## config.mk

```make
export PLATFORM = sky130hd
export DESIGN_NAME = instr_fetch_unit
export DESIGN_NICKNAME = d
export VERILOG_FILES = /design/src/rtl/instr_fetch_unit.sv
export SDC_FILE = /design/constraint.sdc
export NUM_CORES = 1
export LEC_CHECK = 0
export ABC_AREA = 1
export CAP_MARGIN = 20
export CORE_MARGIN = 3
export CORE_UTILIZATION = 50
export CTS_CLUSTER_DIAMETER = 60
export DETAILED_ROUTE_END_ITERATION = 8
export PLACE_DENSITY = 0.83
export SYNTH_ARGS = -nofsm -noshare
export SYNTH_HDL_FRONTEND = slang
export SYNTH_SLANG_ARGS = --single-unit
```

## constraint.sdc

```tcl
create_clock -name clock -period 2.5 [get_ports clock]
set_clock_uncertainty 0.2 [all_clocks]
set_input_delay 0.375 -clock clock [delete_from_list [all_inputs] [get_ports clock]]
set_output_delay 0.375 -clock clock [all_outputs]
set_load 0.05 [all_outputs]
```

## src/rtl/instr_fetch_unit.sv

```systemverilog
`default_nettype none
// ============================================================================
//  Module      : instr_fetch_unit
//  Description : Instruction fetch front end. Reads one- or two-word
//                instructions from a synchronous instruction memory and
//                presents them to decode with a valid/ready handshake. It
//                waits for execute to resolve each JMPZ and stops at END.
//  Revision    : 1.0  initial release
// ----------------------------------------------------------------------------
//  Ports
//    clock        in   rising-edge clock for all state
//    reset        in   synchronous, active-high
//    start        in   pulse; starts fetching at address 0 from IDLE/HALT
//    MemControl   out  2'd1 = read, 2'd0 = idle
//    MemAddr      out  instruction-memory word address
//    MemInstr     in   read data, valid the cycle after a read command
//    instr_valid  out  instruction presented to decode
//    instr_ready  in   decode accepts (transfer when valid & ready)
//    instr_word   out  opcode word (opcode = bits [15:12])
//    instr_imm    out  immediate for LOAD/JMPZ, zero otherwise
//    instr_pc     out  address of instr_word
//    branch_done  in   execute resolved the outstanding JMPZ
//    branch_taken in   qualified by branch_done; jump to the JMPZ immediate
//    halted       out  high in HALT
//    busy         out  high in every state except IDLE and HALT
// ============================================================================
module instr_fetch_unit (
    input  logic        clock,
    input  logic        reset,
    input  logic        start,
    output logic [1:0]  MemControl,
    output logic [15:0] MemAddr,
    input  logic [15:0] MemInstr,
    output logic        instr_valid,
    input  logic        instr_ready,
    output logic [15:0] instr_word,
    output logic [15:0] instr_imm,
    output logic [15:0] instr_pc,
    input  logic        branch_done,
    input  logic        branch_taken,
    output logic        halted,
    output logic        busy
);

    localparam logic [2:0] ST_IDLE     = 3'd0;
    localparam logic [2:0] ST_REQ_OP   = 3'd1;
    localparam logic [2:0] ST_WAIT_OP  = 3'd2;
    localparam logic [2:0] ST_REQ_IMM  = 3'd3;
    localparam logic [2:0] ST_WAIT_IMM = 3'd4;
    localparam logic [2:0] ST_HOLD     = 3'd5;
    localparam logic [2:0] ST_BR_WAIT  = 3'd6;
    localparam logic [2:0] ST_HALT     = 3'd7;

    localparam logic [3:0] OP_END  = 4'd1;
    localparam logic [3:0] OP_LOAD = 4'd4;
    localparam logic [3:0] OP_JMPZ = 4'd15;

    localparam logic [1:0] MEM_IDLE = 2'd0;
    localparam logic [1:0] MEM_READ = 2'd1;

    logic [2:0]  state_q, state_d;
    logic [15:0] pc_q, pc_d;
    logic [1:0]  mem_control_q, mem_control_d;
    logic [15:0] mem_addr_q, mem_addr_d;
    logic        instr_valid_q, instr_valid_d;
    logic [15:0] instr_word_q, instr_word_d;
    logic [15:0] instr_imm_q, instr_imm_d;
    logic [15:0] instr_pc_q, instr_pc_d;
    logic        halted_q, halted_d;
    logic        busy_q, busy_d;

    logic        mem_two_word;
    logic        mem_rd;
    logic [3:0]  hold_op;

    // Opcode of the word arriving from memory decides whether an immediate follows.
    assign mem_two_word = (MemInstr[15:12] == OP_LOAD) || (MemInstr[15:12] == OP_JMPZ);
    assign hold_op      = instr_word_q[15:12];

    // ------------------------------------------------------------------------
    // State register
    // ------------------------------------------------------------------------
    always_ff @(posedge clock) begin
        if (reset) begin
            state_q <= ST_IDLE;
        end else begin
            state_q <= state_d;
        end
    end

    // ------------------------------------------------------------------------
    // Next-state logic
    // ------------------------------------------------------------------------
    always_comb begin
        state_d = state_q;
        case (state_q)
            ST_IDLE, ST_HALT: begin
                if (start) begin
                    state_d = ST_REQ_OP;
                end
            end
            ST_REQ_OP:   state_d = ST_WAIT_OP;
            ST_WAIT_OP:  state_d = mem_two_word ? ST_REQ_IMM : ST_HOLD;
            ST_REQ_IMM:  state_d = ST_WAIT_IMM;
            ST_WAIT_IMM: state_d = ST_HOLD;
            ST_HOLD: begin
                if (instr_ready) begin
                    if (hold_op == OP_END) begin
                        state_d = ST_HALT;
                    end else if (hold_op == OP_JMPZ) begin
                        state_d = ST_BR_WAIT;
                    end else begin
                        state_d = ST_REQ_OP;
                    end
                end
            end
            ST_BR_WAIT: begin
                if (branch_done) begin
                    state_d = ST_REQ_OP;
                end
            end
            default:     state_d = ST_IDLE;
        endcase
    end

    // ------------------------------------------------------------------------
    // Output / datapath logic. Outputs are registered, so each one is derived
    // from the state being entered (state_d) rather than the current state.
    // ------------------------------------------------------------------------
    always_comb begin
        pc_d         = pc_q;
        instr_word_d = instr_word_q;
        instr_imm_d  = instr_imm_q;
        instr_pc_d   = instr_pc_q;

        case (state_q)
            ST_IDLE, ST_HALT: begin
                if (start) begin
                    pc_d = 16'd0;
                end
            end
            ST_WAIT_OP: begin
                instr_word_d = MemInstr;
                instr_pc_d   = pc_q;
                pc_d         = pc_q + 16'd1;
                if (!mem_two_word) begin
                    instr_imm_d = 16'd0;
                end
            end
            ST_WAIT_IMM: begin
                instr_imm_d = MemInstr;
                pc_d        = pc_q + 16'd1;
            end
            ST_BR_WAIT: begin
                // Not taken: pc already points past the immediate word.
                if (branch_done && branch_taken) begin
                    pc_d = instr_imm_q;
                end
            end
            default: begin
            end
        endcase

        mem_rd        = (state_d == ST_REQ_OP) || (state_d == ST_REQ_IMM);
        mem_control_d = mem_rd ? MEM_READ : MEM_IDLE;
        mem_addr_d    = mem_rd ? pc_d : mem_addr_q;
        instr_valid_d = (state_d == ST_HOLD);
        halted_d      = (state_d == ST_HALT);
        busy_d        = (state_d != ST_IDLE) && (state_d != ST_HALT);
    end

    // ------------------------------------------------------------------------
    // Datapath and output registers
    // ------------------------------------------------------------------------
    always_ff @(posedge clock) begin
        if (reset) begin
            pc_q          <= 16'd0;
            mem_control_q <= MEM_IDLE;
            mem_addr_q    <= 16'd0;
            instr_valid_q <= 1'b0;
            instr_word_q  <= 16'd0;
            instr_imm_q   <= 16'd0;
            instr_pc_q    <= 16'd0;
            halted_q      <= 1'b0;
            busy_q        <= 1'b0;
        end else begin
            pc_q          <= pc_d;
            mem_control_q <= mem_control_d;
            mem_addr_q    <= mem_addr_d;
            instr_valid_q <= instr_valid_d;
            instr_word_q  <= instr_word_d;
            instr_imm_q   <= instr_imm_d;
            instr_pc_q    <= instr_pc_d;
            halted_q      <= halted_d;
            busy_q        <= busy_d;
        end
    end

    assign MemControl  = mem_control_q;
    assign MemAddr     = mem_addr_q;
    assign instr_valid = instr_valid_q;
    assign instr_word  = instr_word_q;
    assign instr_imm   = instr_imm_q;
    assign instr_pc    = instr_pc_q;
    assign halted      = halted_q;
    assign busy        = busy_q;

endmodule
`default_nettype wire

```

After elaboration in Yosys (flattened, before gate mapping). Index checks and enable logic that the tools add are counted.

Register bits: 88. Latch bits: 0. Bits in read-only memories: 0. Bits in writable memories: 0. Output and inout port bits: 69. Memories: 0.

Shift operators: 0. Multipliers: 0. $add $sub $neg: 1. Equality and inequality tests: 17. Muxes and demuxes: 13. Magnitude comparators: 0. Bitwise logic cells: 0. Divide/modulo/power cells: 0. Reduce and logical (&&, ||, !) cells: 10.

Operators with widths (number): 2-to-1 mux 16 bit (3); one-hot mux 16 bit (3 select lines) (1); one-hot mux 16 bit (2 select lines) (1); one-hot mux 3 bit (7 select lines) (1); equality test 3 bit, second input constant (6); 2-to-1 mux 3 bit (6); adder 16 x 1 -> 16 bit, second input constant (1); equality test 3 x 2 -> 1 bit, second input constant (3); equality test 4 bit, second input constant (2); equality test 3 x 1 -> 1 bit, second input constant (2); equality test 4 x 1 -> 1 bit, second input constant (1); equality test 4 x 3 -> 1 bit, second input constant (1); OR reduction 2 bit (2); logical NOT 3 bit (1); inequality test 3 bit, second input constant (1); nonzero test 3 bit (1); logical AND 1 bit (2); logical OR 1 bit (2); inequality test 2 bit, second input constant (1); AND reduction 2 bit (1); nonzero test 2 bit (1); 2-to-1 mux 1 bit (1).

Depth between registers and ports, before layout.
Depth in word-level cells: 8. Gate-level depth with buffers: 12. Mapped depth without buffers: 11.

Worst setup path before layout. OpenSTA, ideal clock, no wires.

Path kind: reg-to-reg. Start point: reg instr_word_q[12], in the netlist instr_word[12]. End point: reg mem_addr_q[0], in the netlist MemAddr[0]. Buffers on the path: 1. Slack: 0.616 ns. Stages on the path, launching flop included: 11. Arrival: 1.569 ns. Setup time: 0.114 ns. Clock period less this slack: 1.884 ns. Cells stage by stage: dfxtp_1 -> nand2_1 -> o21ai_0 -> nand2_1 -> nand2_1 -> nand3_2 -> inv_1 -> nor2_4 -> buf_6 -> nor2_1 -> nor2_1.

Longest elaborated chain between the ends: 7. Elaborated cells on any way between the ends: 9.

RTL lines: start: declaration (RTL line 66) `logic [15:0] instr_word_q, instr_word_d;`; start signal: assignment (RTL line 191) `instr_word_q <= instr_word_d;`; equality test 4 bit (RTL line 110) `end else if (hold_op == OP_JMPZ) begin`; 2-to-1 mux 3 bit (RTL line 110); 2-to-1 mux 3 bit (*) (RTL line 108) `if (hold_op == OP_END) begin`; 2-to-1 mux 3 bit (*) (RTL line 107) `if (instr_ready) begin`; one-hot mux 3 bit (7 select lines) (*) (RTL line 96) `case (state_q)`; equality test 3 x 1 -> 1 bit / equality test 3 x 2 -> 1 bit (equally long branches) (RTL line 164) `mem_rd = (state_d == ST_REQ_OP) || (state_d == ST_REQ_IMM);`; logical OR 1 bit (*) (RTL line 164); end signal: assignment (RTL line 189) `mem_addr_q <= mem_addr_d;`; end: declaration (RTL line 64) `logic [15:0] mem_addr_q, mem_addr_d;`.

Every way passes the cells marked *; elsewhere a longest branch is shown, timed or not. A chain may end at the register's enable or synchronous reset.

Worst setup path in the final report.
Start point: reg instr_imm_q[11], in the netlist instr_imm[11]. End point: out instr_imm[11].

RTL lines: start: declaration (RTL line 67) `logic [15:0] instr_imm_q, instr_imm_d;`; start signal: assignment (RTL line 192) `instr_imm_q <= instr_imm_d;`; end: declaration (RTL line 37) `output logic [15:0] instr_imm,`.

No word-level cell between the ends.

==> flow_metrics.py <==
metrics = {
    "timing": {
        "setup_ws_ns": 0.287,
        "period_share_pct": 88.5,
        "drv_slew": 0,
        "fin_tns_setup_ns": 0,
        "hold_viol": 0,
        "fmax_mhz": 452,
        "worst_slew_pin_slew_ns": 0.583,
        "holdWs_ns": 0.271,
        "fin_crit_ns": 2.21,
        "max-slew-margin-rel_pct": 61.1,
        "setup_viol_count_final": 0,
        "rsz0062_at_grt": "no",
    },
    "setup_path": {
        "crit_type": "reg2out",
        "cpPeakStageDelay_ns": 0.84,
        "cp_slowest_cell": "clkdlybuf4s50_1",
        "cp.depth": 1,
        "path_cells": "clkdlybuf4s50_1",
        "cp-end-kind": "output port",
        "cp_num_buf_inv": 1,
        "path_max_fanout": 3,
        "cpLargestDelayFamily": "buffers and inverters",
        "worstPathRequired_ns": 1.92,
        "cp-start-kind": "flip-flop",
        "cp.arrival_ns": 1.64,
        "reg2regPathDepth": 6,
    },
    "clock_tree": {
        "clockBufferDepth": 2,
        "postCtsHoldBufs": 0,
        "cts_made_buffers": 9,
        "root_buffer": "clkbuf_8",
        "insertion_delay_ns": 0.36,
        "cts.repair.resized": 0,
        "cts.clk_slew.worst_paths_ns": 0.09,
        "post_cts_buffers": 0,
        "htree_levels": 3,
        "cts_tree": "built",
        "cts.sinks": 87,
    },
    "synthesis": {
        "synth_top_area_cell": "dfxtp_1",
        "synth_top_family_by_area": "simple AND/OR/NAND/NOR gates",
        "ys_warn_count": 0,
        "synthCells": 612,
        "synth_area_leaders": "dfxtp_1 (43%), nand2_1 (21%), a21oi_1 (6.8%)",
        "synth_top_cell_area_share_pct": 43.3,
        "synth_fa_ha_area_share_pct": 0.311,
        "post_synth.cell_area_avg_sq_um": 6.57,
        "synth_mux_area_share_pct": 0,
        "synth_compound_area_share_pct": 12.0,
        "synth-xor-area-share_pct": 0.218,
        "yosys.area_share.simple_pct": 35.8,
        "syn-cell-area_sq_um": 4020,
        "syn_nets": 635,
        "synth_seq_cells": 87,
        "ys_seq_area_share_pct": 43.3,
        "synth_cell_type_count": 32,
    },
    "power": {
        "power_density_nw_per_um2": 1080,
        "p_leak_nw": 2.18,
        "ir_drop_mv": 0.769,
        "power.total_mw": 5.59,
    },
    "detailed_routing": {
        "drcViolationCount": 0,
        "wl_mm": 11.7,
        "via_count": 4242,
        "avgViaCountPerCell": 5.28,
        "drt_iter0_markers": 270,
        "first_pass_iters": 5,
        "ant_nets": 0,
        "wl_per_cell_um": 14.6,
    },
    "floorplanning": {
        "core_sq_um": 7770,
        "start_util_pct": 51.8,
        "dieArea_sq_um": 9160,
        "die_y_um": 95.7,
        "die_x_um": 95.7,
        "io_pins": 91,
        "fp-row-count": 32,
    },
    "global_routing": {
        "antenna_found_initial": 0,
        "grt_pass1_wl_mm": 19.1,
        "grtUsageTotal_pct": 26.8,
        "overflow": 0,
        "grt_pass1_vias": 3964,
        "grt_max_degree": 45,
    },
    "placed_design": {
        "gp_congestion": 0.945,
        "dp_slack_ns": 0.136,
        "hpwl_mm": 8.65,
        "io_buffer_count": 89,
    },
    "final_layout": {
        "drive_gt1_share_pct": 4.99,
        "nets": 720,
        "antenna_cells": 0,
        "layout_common_cells": "nand2_1 (223), clkdlybuf4s50_1 (89), dfxtp_1 (87)",
        "final_common_cell": "nand2_1",
        "syn2layout_area_growth_pct": 28.6,
    },
    "min_path": {
        "hold_path_depth": 2,
        "hold_class": "reg2reg",
    },
    "run": {
        "cap_violations": 0,
    },
    "status": {
        "status": "completed",
    },
}
==> logic make-up after synthesis <==
group                      after synthesis
other                                    1
buffers and inverters                   81
xor gates and xnor gates                 1
and+or+nand+nor                        350
DFF                                     87
AOI/OAI and AO/OA                       91
adders and majority gates                1
==> registers in the layout, indices dropped and copies added, names as in the netlist <==
register and count:
MemControl 1, state_q 3, instr_pc 16, busy 1
halted 1, instr_imm 16, MemAddr 16, pc_q 16
instr_valid 1, instr_word 16
==> cell usage after synthesis <==
master     instances
nor2_4             1
o21ai_1            1
nand2_1          223
nand2_2            2
nand4_1            4
o2111ai_1          1
nand3_1           36
a22oi_1            3
nor2_1            73
nand3_4            2
buf_1              1
buf_4              3
nand3_2            2
nor2_2             3
buf_2              3
nor3_2             1
nor3_1             3
o21ai_0           24
inv_2              3
o21a_1             2
o211ai_1           3
dfxtp_1           87
xor2_1             1
ha_1               1
a31oi_1            1
clkinv_1           1
a21oi_1           55
inv_1             54
buf_6              2
clkbuf_1          14
o21bai_1           1
conb_1             1
==> stage by stage <==
stage / utilization (%) / instances / cell area, sq um
floorplan: - / 612 / 4020
global placement: 64.2 / 788 / 4980
detailed placement: 64.2 / 788 / 4980
CTS: 66.6 / 804 / 5170
global route: 66.6 / 804 / 5170
finish: 66.6 / 804 / 5170
==> layout make-up <==
type                    count  area, sq um
flip-flops and latches     87         1740
multi-input cells         444         1950
fillers                   741         2590
clock buffers              12          135
clock inverters             4         55.1
inverters                  58          218
well taps                 102          128
repair buffers             97          951
==> power by group <==
group / switching [mW] / internal [mW]
Sequential: 0.204 / 1.68
Combinational: 1.90 / 0.824
Clock: 0.514 / 0.469
Total: 2.62 / 2.97
==> final timing paths <==
path              slack, ns                          to                       start
hold / removal         0.27  instr_word[8]$_SDFFE_PP0P_  instr_word[8]$_SDFFE_PP0P_
hold reg to reg        0.27  instr_word[8]$_SDFFE_PP0P_  instr_word[8]$_SDFFE_PP0P_
setup / recovery       0.29               instr_imm[11]  instr_imm[11]$_SDFFE_PP0P_
setup reg to reg       0.29   instr_imm[6]$_SDFFE_PP0P_       state_q[0]$_SDFF_PP0_
==> per-layer routing <==
layer  track usage [%]  up-vias  routed length, um
met5                 0        -                  0
met4              7.70        0                176
met3              5.94       19                805
met2              44.9      147               5680
met1              34.6     1980               5040
li1                  -     2096                  -
No activity file was read; power rests on OpenSTA's default activity.
